File: src/rtl/shift_register_universal_param_pkg.sv
// Shared types for the universal shift register: per-bit operation select and burst FSM states.
package shift_register_pkg;

  typedef enum logic [1:0] {
    MODE_HOLD = 2'b00,
    MODE_SHR  = 2'b01,
    MODE_SHL  = 2'b10,
    MODE_LOAD = 2'b11
  } mode_t;

  typedef enum logic [1:0] {
    ST_IDLE,
    ST_BURST,
    ST_DONE
  } state_t;

endpackage

File: src/rtl/shift_register_universal_param_if.sv
// Control/data bundle between the shift register and its user (serial front end or datapath).
interface shift_register_universal_param_if #(
  parameter int WIDTH = 4
);
  localparam int CNT_W = $clog2(WIDTH + 1);

  logic             en;
  logic [1:0]       mode;
  logic             rotate;
  logic             serial_in_msb;
  logic             serial_in_lsb;
  logic [WIDTH-1:0] parallel_in;
  logic             start;
  logic [CNT_W-1:0] shift_count;
  logic [WIDTH-1:0] parallel_out;
  logic             serial_out_lsb;
  logic             serial_out_msb;
  logic             busy;
  logic             done;

  modport master (
    output en, mode, rotate, serial_in_msb, serial_in_lsb, parallel_in, start, shift_count,
    input  parallel_out, serial_out_lsb, serial_out_msb, busy, done
  );

  modport slave (
    input  en, mode, rotate, serial_in_msb, serial_in_lsb, parallel_in, start, shift_count,
    output parallel_out, serial_out_lsb, serial_out_msb, busy, done
  );

endinterface

File: src/rtl/shift_register_universal_param_cell.sv
// One register bit: 4:1 select between hold, right neighbour, left neighbour and parallel data.
module shift_register_universal_cell
  import shift_register_pkg::*;
(
  input  logic  clk,
  input  logic  rst_n,
  input  mode_t sel,
  input  logic  right_nb,
  input  logic  left_nb,
  input  logic  par,
  output logic  q
);

  always_ff @(posedge clk or negedge rst_n) begin
    if (!rst_n) begin
      q <= 1'b0;
    end else begin
      case (sel)
        MODE_HOLD: q <= q;
        MODE_SHR:  q <= right_nb;
        MODE_SHL:  q <= left_nb;
        MODE_LOAD: q <= par;
        default:   q <= q;
      endcase
    end
  end

endmodule

File: src/rtl/shift_register_universal_param.sv
// Universal shift register: single-step shift/rotate/load plus a counted burst engine.
module shift_register_universal_param
  import shift_register_pkg::*;
#(
  parameter int WIDTH = 4
) (
  input logic clk,
  input logic rst_n,
  shift_register_universal_param_if.slave bus
);

  localparam int CNT_W = $clog2(WIDTH + 1);

  logic [WIDTH-1:0] q;
  logic [WIDTH-1:0] right_v;
  logic [WIDTH-1:0] left_v;

  state_t           state_q, state_d;
  logic [CNT_W-1:0] cnt_q, cnt_d;
  mode_t            dir_q, dir_d;
  logic             rot_q, rot_d;

  mode_t            req_mode;
  mode_t            eff_mode;
  logic             eff_rot;
  logic             in_msb;
  logic             in_lsb;
  logic [CNT_W-1:0] cnt_sat;

  assign req_mode = mode_t'(bus.mode);
  assign cnt_sat  = (bus.shift_count > CNT_W'(WIDTH)) ? CNT_W'(WIDTH) : bus.shift_count;

  always_ff @(posedge clk or negedge rst_n) begin
    if (!rst_n) begin
      state_q <= ST_IDLE;
      cnt_q   <= '0;
      dir_q   <= MODE_HOLD;
      rot_q   <= 1'b0;
    end else begin
      state_q <= state_d;
      cnt_q   <= cnt_d;
      dir_q   <= dir_d;
      rot_q   <= rot_d;
    end
  end

  // The FSM resolves one effective per-bit operation; a burst start forces HOLD on its own edge.
  always_comb begin
    state_d  = state_q;
    cnt_d    = cnt_q;
    dir_d    = dir_q;
    rot_d    = rot_q;
    eff_mode = MODE_HOLD;
    eff_rot  = bus.rotate;
    case (state_q)
      ST_IDLE: begin
        if (bus.start && (req_mode == MODE_SHR || req_mode == MODE_SHL)) begin
          dir_d   = req_mode;
          rot_d   = bus.rotate;
          cnt_d   = cnt_sat;
          state_d = (cnt_sat == '0) ? ST_DONE : ST_BURST;
        end else if (bus.en) begin
          eff_mode = req_mode;
        end
      end
      ST_BURST: begin
        eff_mode = dir_q;
        eff_rot  = rot_q;
        cnt_d    = cnt_q - CNT_W'(1);
        if (cnt_q == CNT_W'(1)) state_d = ST_DONE;
      end
      ST_DONE: state_d = ST_IDLE;
      default: state_d = ST_IDLE;
    endcase
  end

  assign in_msb  = eff_rot ? q[0]       : bus.serial_in_msb;
  assign in_lsb  = eff_rot ? q[WIDTH-1] : bus.serial_in_lsb;
  assign right_v = {in_msb, q[WIDTH-1:1]};
  assign left_v  = {q[WIDTH-2:0], in_lsb};

  for (genvar i = 0; i < WIDTH; i++) begin : g_cell
    shift_register_universal_cell u_cell (
      .clk      (clk),
      .rst_n    (rst_n),
      .sel      (eff_mode),
      .right_nb (right_v[i]),
      .left_nb  (left_v[i]),
      .par      (bus.parallel_in[i]),
      .q        (q[i])
    );
  end

  assign bus.parallel_out   = q;
  assign bus.serial_out_lsb = q[0];
  assign bus.serial_out_msb = q[WIDTH-1];
  assign bus.busy           = (state_q == ST_BURST);
  assign bus.done           = (state_q == ST_DONE);

endmodule

File: src/flat_wrapper.sv
// flat-port wrapper written by rule: the top's interface ports become plain ports
module shift_register_universal_param_flat import shift_register_pkg::*;
#(
  parameter int WIDTH = 4
)
  (clk, rst_n, bus_en, bus_mode, bus_rotate, bus_serial_in_msb, bus_serial_in_lsb, bus_parallel_in, bus_start, bus_shift_count, bus_parallel_out, bus_serial_out_lsb, bus_serial_out_msb, bus_busy, bus_done);
  shift_register_universal_param_if #(.WIDTH(WIDTH)) bus_i ();
  input logic clk;
  input logic rst_n;
  input wire logic [$bits(bus_i.en)-1:0] bus_en;
  input wire logic [$bits(bus_i.mode)-1:0] bus_mode;
  input wire logic [$bits(bus_i.rotate)-1:0] bus_rotate;
  input wire logic [$bits(bus_i.serial_in_msb)-1:0] bus_serial_in_msb;
  input wire logic [$bits(bus_i.serial_in_lsb)-1:0] bus_serial_in_lsb;
  input wire logic [$bits(bus_i.parallel_in)-1:0] bus_parallel_in;
  input wire logic [$bits(bus_i.start)-1:0] bus_start;
  input wire logic [$bits(bus_i.shift_count)-1:0] bus_shift_count;
  output wire logic [$bits(bus_i.parallel_out)-1:0] bus_parallel_out;
  output wire logic [$bits(bus_i.serial_out_lsb)-1:0] bus_serial_out_lsb;
  output wire logic [$bits(bus_i.serial_out_msb)-1:0] bus_serial_out_msb;
  output wire logic [$bits(bus_i.busy)-1:0] bus_busy;
  output wire logic [$bits(bus_i.done)-1:0] bus_done;
  assign bus_i.en = bus_en;
  assign bus_i.mode = bus_mode;
  assign bus_i.rotate = bus_rotate;
  assign bus_i.serial_in_msb = bus_serial_in_msb;
  assign bus_i.serial_in_lsb = bus_serial_in_lsb;
  assign bus_i.parallel_in = bus_parallel_in;
  assign bus_i.start = bus_start;
  assign bus_i.shift_count = bus_shift_count;
  assign bus_parallel_out = bus_i.parallel_out;
  assign bus_serial_out_lsb = bus_i.serial_out_lsb;
  assign bus_serial_out_msb = bus_i.serial_out_msb;
  assign bus_busy = bus_i.busy;
  assign bus_done = bus_i.done;
  shift_register_universal_param #(.WIDTH(WIDTH)) u_core (.clk(clk), .rst_n(rst_n), .bus(bus_i));
endmodule
File: config.mk
export PLATFORM = sky130hd
export DESIGN_NAME = shift_register_universal_param_flat
export DESIGN_NICKNAME = d
export VERILOG_FILES = /design/src/rtl/shift_register_universal_param_pkg.sv /design/src/rtl/shift_register_universal_param_if.sv /design/src/rtl/shift_register_universal_param_cell.sv /design/src/rtl/shift_register_universal_param.sv /design/src/flat_wrapper.sv
export SDC_FILE = /design/constraint.sdc
export NUM_CORES = 1
export LEC_CHECK = 0
export ABC_AREA = 1
export CAP_MARGIN = 20
export CORE_UTILIZATION = 50
export CTS_CLUSTER_DIAMETER = 50
export CTS_CLUSTER_SIZE = 25
export DETAILED_ROUTE_END_ITERATION = 8
export PLACE_DENSITY = 0.91
export SYNTH_ARGS = -nofsm -noshare
export SYNTH_HDL_FRONTEND = slang
export SYNTH_SLANG_ARGS = --single-unit
File: constraint.sdc
create_clock -name clk -period 2.35 [get_ports clk]
set_input_delay 0.235 -clock clk [delete_from_list [all_inputs] [get_ports clk]]
set_output_delay 0.235 -clock clk [all_outputs]
set_load 0.01 [all_outputs]
======== After elaboration in Yosys (flattened, before gate mapping) ========
Cells that the tools add are included.
operators by class
  $add $sub $neg .......................... 1
  magnitude comparators ................... 1
  eq/ne operators ......................... 10
  muxes and demuxes ....................... 17
  reduce and logical (&&, ||, !) cells .... 9
operators by type and width
  operator                                                number
  case mux 1 bit (3 select lines)                         4
  2-to-1 mux 2 bit                                        5
  equality test 2 bit (second input constant)             4
  case mux 2 bit (2 select lines)                         2
  equality test 2 x 1 -> 1 bit (second input constant)    3
  2-to-1 mux 3 bit                                        2
  case mux 3 bit (2 select lines)                         1
  AND reduction 2 bit                                     3
  zero test 2 bit                                         2
  inequality test 2 x 1 -> 1 bit (second input constant)  2
  equality test 3 x 1 -> 1 bit (second input constant)    1
  > comparator 3 bit (second input constant)              1
  zero test 3 bit                                         1
  2-to-1 mux 1 bit                                        3
  subtractor 3 x 1 -> 3 bit (second input constant)       1
  nonzero test 2 bit                                      1
  logical AND 1 bit                                       1
  logical OR 1 bit                                        1
word-level totals
  flip-flop bits (word level) ............. 12
  logic and storage cells ................. 46

======== Depth between registers and ports, before layout ========
Gate-level depths: netlist of the first run.
  depth after elaboration ................. 7
  mapped depth ............................ 11
  gate-level depth less buffers ........... 10

======== By module ========
Synthesis of the first run repeated with hierarchy kept, for this count alone.
second synthesis, totals
  cells, all modules ...................... 136
  area total of the unflattened synthesis .. 840.8 um^2
modules (own cells, without submodules)
  module                          instances  cells an instance  area each (um^2)  sequential area each (um^2)
  shift_register_universal_param  1          80                 535.5             200.2
  shift_register_universal_cell   4          14                 76.3              25.0

======== Least setup slack after synthesis of the first run ========
No wires, ideal clock.
  path type ............................... register to register
  start point ............................. reg u_core.state_q[1]
  end point ............................... reg u_core.g_cell[0].u_cell.q
  setup time .............................. 0.117 ns
  data arrival time ....................... 1.146 ns
  data required time ...................... 2.233 ns
  slack ................................... 1.087 ns
  cell stages (with the launch flop) ...... 9
  buffers on the path ..................... 0
  clock period less this slack ............ 1.263 ns
  path through ............................ dfrtp_1 > nor2_1 > nand3_2 > nand2_4 > inv_2 > nand2_4 > nand2_1 > nor2_1 > nor2_1
on the way
  longest elaborated chain between the ends .. 4
ends and longest elaborated chain
  what                                                                 RTL line                                   text
  start, declared                                                      shift_register_universal_param.sv:18       state_t state_q, state_d;
  start signal, assigned                                               shift_register_universal_param.sv:40       state_q <= state_d;
  equality test 2 x 1 -> 1 bit or zero test 2 bit (tied branches)      shift_register_universal_param.sv:55       case (state_q)
  case mux 2 bit (2 select lines) or 2-to-1 mux 1 bit (tied branches)  shift_register_universal_param.sv:55
  equality test 2 bit (tied with other cells)                          shift_register_universal_param_cell.sv:18  case (sel)
  case mux 1 bit (3 select lines)                                      shift_register_universal_param_cell.sv:18
  end signal, assigned                                                 shift_register_universal_param_cell.sv:19  MODE_HOLD: q <= q;
  end signal, assigned                                                 shift_register_universal_param_cell.sv:20  MODE_SHR: q <= right_nb;
  end signal, assigned                                                 shift_register_universal_param_cell.sv:21  MODE_SHL: q <= left_nb;
  end, declared                                                        shift_register_universal_param_cell.sv:11  output logic q
Several ways; a longest one is shown, not always the timed one.
A chain may end at the register's enable or synchronous reset.

======== Worst setup path after layout of the first run ========
  start point ............................. reg u_core.state_q[1]
  end point ............................... out bus_busy
on the way
  longest elaborated chain between the ends .. 1
ends and longest elaborated chain
  what                          RTL line                              text
  equality test 2 x 1 -> 1 bit  shift_register_universal_param.sv:97  assign bus.busy = (state_q == ST_BURST);
  end, declared                 flat_wrapper.sv:21                    output wire logic [$bits(bus_i.busy)-1:0] bus_busy;
No other way between the ends.

==> results of run 1 <==
-- metrics by stage --
step                instances  worst slack (ns)  util [%]
floorplan                 115              1.09         -
global placement          149             0.656      68.0
detailed placement        149             0.598      68.0
CTS                       153             0.443      70.4
global route              153             0.399      70.4
finish                    153             0.454      70.4
-- flip-flops by register name, indices dropped and copies added (netlist names) --
signal / count
u_core.rot_q: 1
u_core.g_cell.u_cell.q: 4
u_core.state_q: 2
u_core.dir_q: 2
u_core.cnt_q: 3
-- where the power goes --
part / total [mW] / switching, mW / internal (mW)
combinational: 0.817 / 0.458 / 0.360
clock: 0.176 / 0.0812 / 0.0945
sequential: 0.417 / 0.102 / 0.315
-- synth_stat cells (all sizes together) --
library cell	count
nand2	35
inv	18
nand3	15
nor2	14
dfrtp	12
buf	5
o21ai	4
a21oi	2
ha	2
nor3	2
o211ai	2
a221oi	1
o21a	1
o21bai	1
xor2	1
-- final cells by class --
class	count	area share, %
Tap cell	16	1.85
Clock buffer	4	3.34
Inverter	18	6.46
Timing Repair Buffer	23	21.2
Multi-Input combinational cell	80	39.4
Sequential cell	12	27.7
-- worst min path at each step --
stage                                     start                             to  slack, ns  cells past startpoint
detailed placement  u_core.dir_q[0]$_DFFE_PN0P_    u_core.dir_q[0]$_DFFE_PN0P_       0.47                      2
global placement    u_core.dir_q[0]$_DFFE_PN0P_    u_core.dir_q[0]$_DFFE_PN0P_       0.47                      2
floorplan                                 rst_n    u_core.cnt_q[0]$_DFFE_PN0P_      -0.06                      0
finish                                    rst_n  u_core.state_q[1]$_DFFE_PN0P_       0.30                      1
global route                              rst_n    u_core.cnt_q[2]$_DFFE_PN0P_       0.36                      1
CTS                                       rst_n    u_core.cnt_q[1]$_DFFE_PN0P_       0.32                      1
-- per-layer routing --
layer	global-route usage, %	up-vias
met1	27.6	360
met4	12.1	0
li1	-	405
met2	31.2	34
met5	0	-
met3	3.83	5
-- cell families after synthesis --
logic type	Yosys count	share of synthesized area [%]
flip-flops	12	35.8
AND/OR/NAND/NOR	66	37.9
buffers and inverters	23	13.3
adder cells (fa/ha/maj)	2	2.98
XOR/XNOR	1	1.04
AO/OA/AOI/OAI	11	9.09
==> run metrics, run 1 <==
Die Span Y 43.0 um; ordered list of cells on the worst path inv_2, nand2_2, inv_2, clkdlybuf4s50_1; fmax 0.527 GHz; tightest hold margin 0.304 ns; Clock Path Buffers 2; number of clock sinks 12; CP max stage delay 0.54 ns; commonest non-fill, non-tap cells in the layout nand2_1 (28), clkdlybuf4s50_1 (23), nor2_1 (14); Power, Total 1.41 mW; Initial Util 54.5%; CTS tree built; Storage cell area 300 um^2; headroom to the max-slew limit 61.7%; io pins 24; top layer in use met4; Final setup viols 0; dpl hpwl 1.25 mm; CP max-delay cell clkdlybuf4s50_1; synthesized area 840 um^2; CP arrival 1.66 ns; critical path fanouts, max 11; vias in the first global route 672; crit path buf inv count 3; max-slew violation count 0; post-layout min period 1.90 ns; hold buffers post-CTS 0; Max VDD drop 0.597 mV; post-synthesis average cell area 7.30 um^2; I/O Buffers 23; CP startpoint kind flip-flop; Routed Antenna Nets 0; Seq/Total Area, Yosys 35.8%; Pleak 0.539 nW; clock slew at the register clock pins of the worst setup and hold paths 0.09 ns; Fin. Hold Viols 0; DRT Wirelength 1.68 mm; Overflow after GRT 0; Cell Pwr Density 1300 nW/um^2; DR iter-0 viols 31; RR Endpoint u_core.g_cell[2].u_cell.q$_DFFE_PN0P_; vias per inst 5.25; Worst-Margin Slew 0.573 ns; top-area cell type share of the netlist area 35.8%; CP endpoint kind output pin; first-pass GRT wire length 2.82 mm; Row Count 14; #FFs+latches synth 12; post-CTS resize count 0; WP depth 4; Setup Buffers After CTS 0; Req. time, crit path 2.12 ns; Synthesized Nets 133; Min-Delay Path Class in -> async; synth warn 0; die width 43.0 um; Critical Path Start u_core.state_q[1]$_DFFE_PN0P_; RD Place Congestion 0.809; Initial DRT Pass Iterations 4; Synth area leaders dfrtp_1 (36%), nand2_1 (13%), nand3_1 (7.7%), nor2_1 (6.3%), inv_1 (5.8%); final period utilization 80.7%; Root Driver clkbuf_4; most used cell, CP inv_2; Routed WL per cell 11.0 um; Syn Inst Count 115; Post-DP Area 1050 um^2; Worst R2R Setup Slack 0.84 ns; Crit Path Class reg -> out; layout cell share with drive strength beyond 1 15.3%; largest net degree at the start of global routing 13; Top Family by Delay on Critical Path buffers and inverters; full die area 1850 um^2; # diodes 0; Metal-1 WL 784 um; Unique masters post-synth 24; CTS H-Tree Depth 1; commonest non-fill, non-tap cell in the layout nand2_1; Num CTS Buffers 3; status finished clean; Design Area, Final 1080 um^2; worst setup path endpoint bus_busy; Core Region 1540 um^2; R2R depth 10; gr usage total 20.7%; clk_skew 0.00571 ns; Layout fillers 116; max cap viols 0; clk_lat worst skew 0.29 ns; Remaining DRCs 0; met3 wire len 110 um; Multi-input gate area 428 um^2; Fin Setup TNS 0 ns; RSZ-0062 raised after global routing no; initial antenna violation count 0; WL met2 741 um; Synth-to-Final Area Change 29.2%; via count 804; worst r2r src u_core.state_q[1]$_DFFE_PN0P_; nets 156; area leader, netlist dfrtp_1
Note: power is estimated with default switching activity, not from simulation.
==> run 2: changes to the inputs <==
--- a/config.mk
+++ b/config.mk
@@ -7,11 +7,11 @@
 export LEC_CHECK = 0
 export ABC_AREA = 1
 export CAP_MARGIN = 20
-export CORE_UTILIZATION = 50
+export CORE_UTILIZATION = 46
 export CTS_CLUSTER_DIAMETER = 50
 export CTS_CLUSTER_SIZE = 25
 export DETAILED_ROUTE_END_ITERATION = 8
-export PLACE_DENSITY = 0.91
+export PLACE_DENSITY = 0.86
 export SYNTH_ARGS = -nofsm -noshare
 export SYNTH_HDL_FRONTEND = slang
 export SYNTH_SLANG_ARGS = --single-unit
==> constraint.sdc (replaced) <==
create_clock -name clk -period 1.94 [get_ports clk]
set_input_delay 0.194 -clock clk [delete_from_list [all_inputs] [get_ports clk]]
set_output_delay 0.194 -clock clk [all_outputs]
set_load 0.01 [all_outputs]
==> run 2 against run 1 <==
  * Sequential power up 23%
  * Highest routed layer unchanged
  * Global-route usage down 0.61 points
  * Power up 22%
  * Final area up 1.7%
  * Clock power up 20%
  * Largest cell class unchanged
==> run metrics, run 2 (same netlist as run 1, synthesis figures left out) <==
post-CTS resize count 0 (unchanged); M3 GR Usage 1.60% (-2.2 points); CP endpoint kind output pin; Fin. Hold Viols 0 (unchanged); Max VDD drop 0.735 mV (+23%); Fin Setup TNS 0 ns (unchanged); Power, Total 1.72 mW (+22%); hold buffers post-CTS 0 (unchanged); Req. time, crit path 1.75 ns (-0.37 ns); Core Region 1730 um^2 (+12%); Routed Antenna Nets 0 (unchanged); max cap viols 0 (unchanged); Die Span Y 44.7 um (+4.1%); Min-Delay Path Class in -> async; Root Driver clkbuf_4; worst setup path endpoint bus_busy; CTS tree built; number of clock sinks 12 (unchanged); Design Area, Final 1100 um^2 (+1.7%); RD Place Congestion 0.815 (+0.77%); CTS H-Tree Depth 1 (unchanged); clock slew at the register clock pins of the worst setup and hold paths 0.09 ns (about the same); vias in the first global route 717 (+6.7%); worst r2r src u_core.state_q[1]$_DFFE_PN0P_; post-layout min period 1.84 ns; CP arrival 1.65 ns (about the same); commonest non-fill, non-tap cell in the layout nand2_1; DR iter-0 viols 37 (+19%); clk_lat worst skew 0.28 ns (about the same); DRT Wirelength 1.79 mm (+6.7%); R2R depth 10 (unchanged); commonest non-fill, non-tap cells in the layout nand2_1 (28), clkdlybuf4s50_1 (23), nor2_1 (14); busiest grt layer met2; die width 44.7 um (+4.1%); Pleak 0.544 nW (+0.98%); RSZ-0062 raised after global routing no; max FFs per register 4 (unchanged); Setup Buffers After CTS 0 (unchanged); GR met1 Demand/Resource 26.2% (-1.4 points); Initial DRT Pass Iterations 4 (unchanged); Final setup viols 0 (unchanged); initial antenna violation count 0 (unchanged); I/O Buffers 23 (unchanged); critical path fanouts, max 11 (unchanged); dpl hpwl 1.34 mm (+7.5%); Num CTS Buffers 3 (unchanged); Synth-to-Final Area Change 31.4%; vias per inst 4.77 (-9.2%); via count 778 (-3.2%); placed cells 159 (+6.7%); Initial Util 48.6% (-5.8 points); layout cell share with drive strength beyond 1 15.9% (+0.61 points); Clock Path Buffers 2 (unchanged); Overflow after GRT 0 (unchanged); first-pass GRT wire length 2.91 mm (+3.2%); top register by number of flip-flops u_core.g_cell.u_cell.q; fmax 0.542 GHz; largest net degree at the start of global routing 13 (unchanged); io pins 24 (unchanged); clk_skew 0.00193 ns (-0.00378 ns); RR Endpoint u_core.g_cell[2].u_cell.q$_DFFE_PN0P_; Critical Path Start u_core.state_q[1]$_DFFE_PN0P_; nets 157 (+0.64%); Routed WL per cell 11.0 um (+0.14%); final period utilization 95.0%; max-slew violation count 0 (unchanged); Crit Path Class reg -> out; Remaining DRCs 0 (unchanged); CP startpoint kind flip-flop; full die area 2000 um^2 (+8.3%); # diodes 0 (unchanged); headroom to the max-slew limit 60.7% (-1.0 points); Worst R2R Setup Slack 0.39 ns (-0.45 ns); biggest regs u_core.g_cell.u_cell.q x4, u_core.cnt_q x3; Worst-Margin Slew 0.588 ns (+0.0156 ns); Row Count 15 (+1); status finished clean; gr usage total 20.1% (-0.61 points); Post-DP Area 1070 um^2 (+1.8%); Layout Cells excl Fill 163 (+6.5%); Util after Layout 63.9% (-6.5 points); Cell Pwr Density 1560 nW/um^2 (+20%); GRT met2 Usage 32.4% (+1.1 points)
==> run 2: cell types whose count changed in the layout (fill, tap and decap cells not counted), sizes merged <==
cell	before	now
buf	0	1
==> run 2: cell type report <==
cell class	instances	area, um^2
Fill cell	157	623
Multi-Input combinational cell	80	428
Clock buffer	4	36.3
Inverter	18	70.1
Timing Repair Buffer	24	238
Tap cell	25	31.3
Sequential cell	12	300
==> run 2: worst max-delay path: stages (launching register included) <==
cell and delay [ns]:
dfrtp_1 0.44, inv_2 0.09, nand2_2 0.15, inv_2 0.13
clkdlybuf4s50_1 0.55
==> run 2: how the worst min path moves through the flow <==
stage | from | to | slack, ns | depth (start not counted)
2_1_floorplan | rst_n | u_core.cnt_q[0]$_DFFE_PN0P_ | -0.10 | 0
3_3_place_gp | u_core.dir_q[0]$_DFFE_PN0P_ | u_core.dir_q[0]$_DFFE_PN0P_ | 0.46 | 2
3_5_place_dp | u_core.dir_q[0]$_DFFE_PN0P_ | u_core.dir_q[0]$_DFFE_PN0P_ | 0.46 | 2
4_1_cts | rst_n | u_core.g_cell[1].u_cell.q$_DFFE_PN0P_ | 0.31 | 1
5_1_grt | rst_n | u_core.state_q[1]$_DFFE_PN0P_ | 0.33 | 1
6_report | rst_n | u_core.g_cell[1].u_cell.q$_DFFE_PN0P_ | 0.28 | 1
==> run 2: power by group <==
group	leakage [nW]	internal (mW)	switching (mW)
registers	0.141	0.382	0.132
logic	0.382	0.442	0.554
clock network	0.0210	0.114	0.0964
total	0.544	0.938	0.783
==> run 2: per-stage QoR <==
stage                     worst slack [ns]  hold WS [ns]
after floorplan                      0.677        -0.102
after global placement               0.328         0.457
after detailed placement             0.291         0.460
after CTS                           0.0823         0.306
after global routing                0.0146         0.329
final                               0.0962         0.280
==> run 2: per-layer routing <==
| layer | up-vias | routed length [um] |
|---|---|---|
| met1 | 351 | 822 |
| met2 | 17 | 883 |
| met5 | - | 0 |
| li1 | 405 | - |
| met4 | 0 | 37 |
| met3 | 5 | 44 |
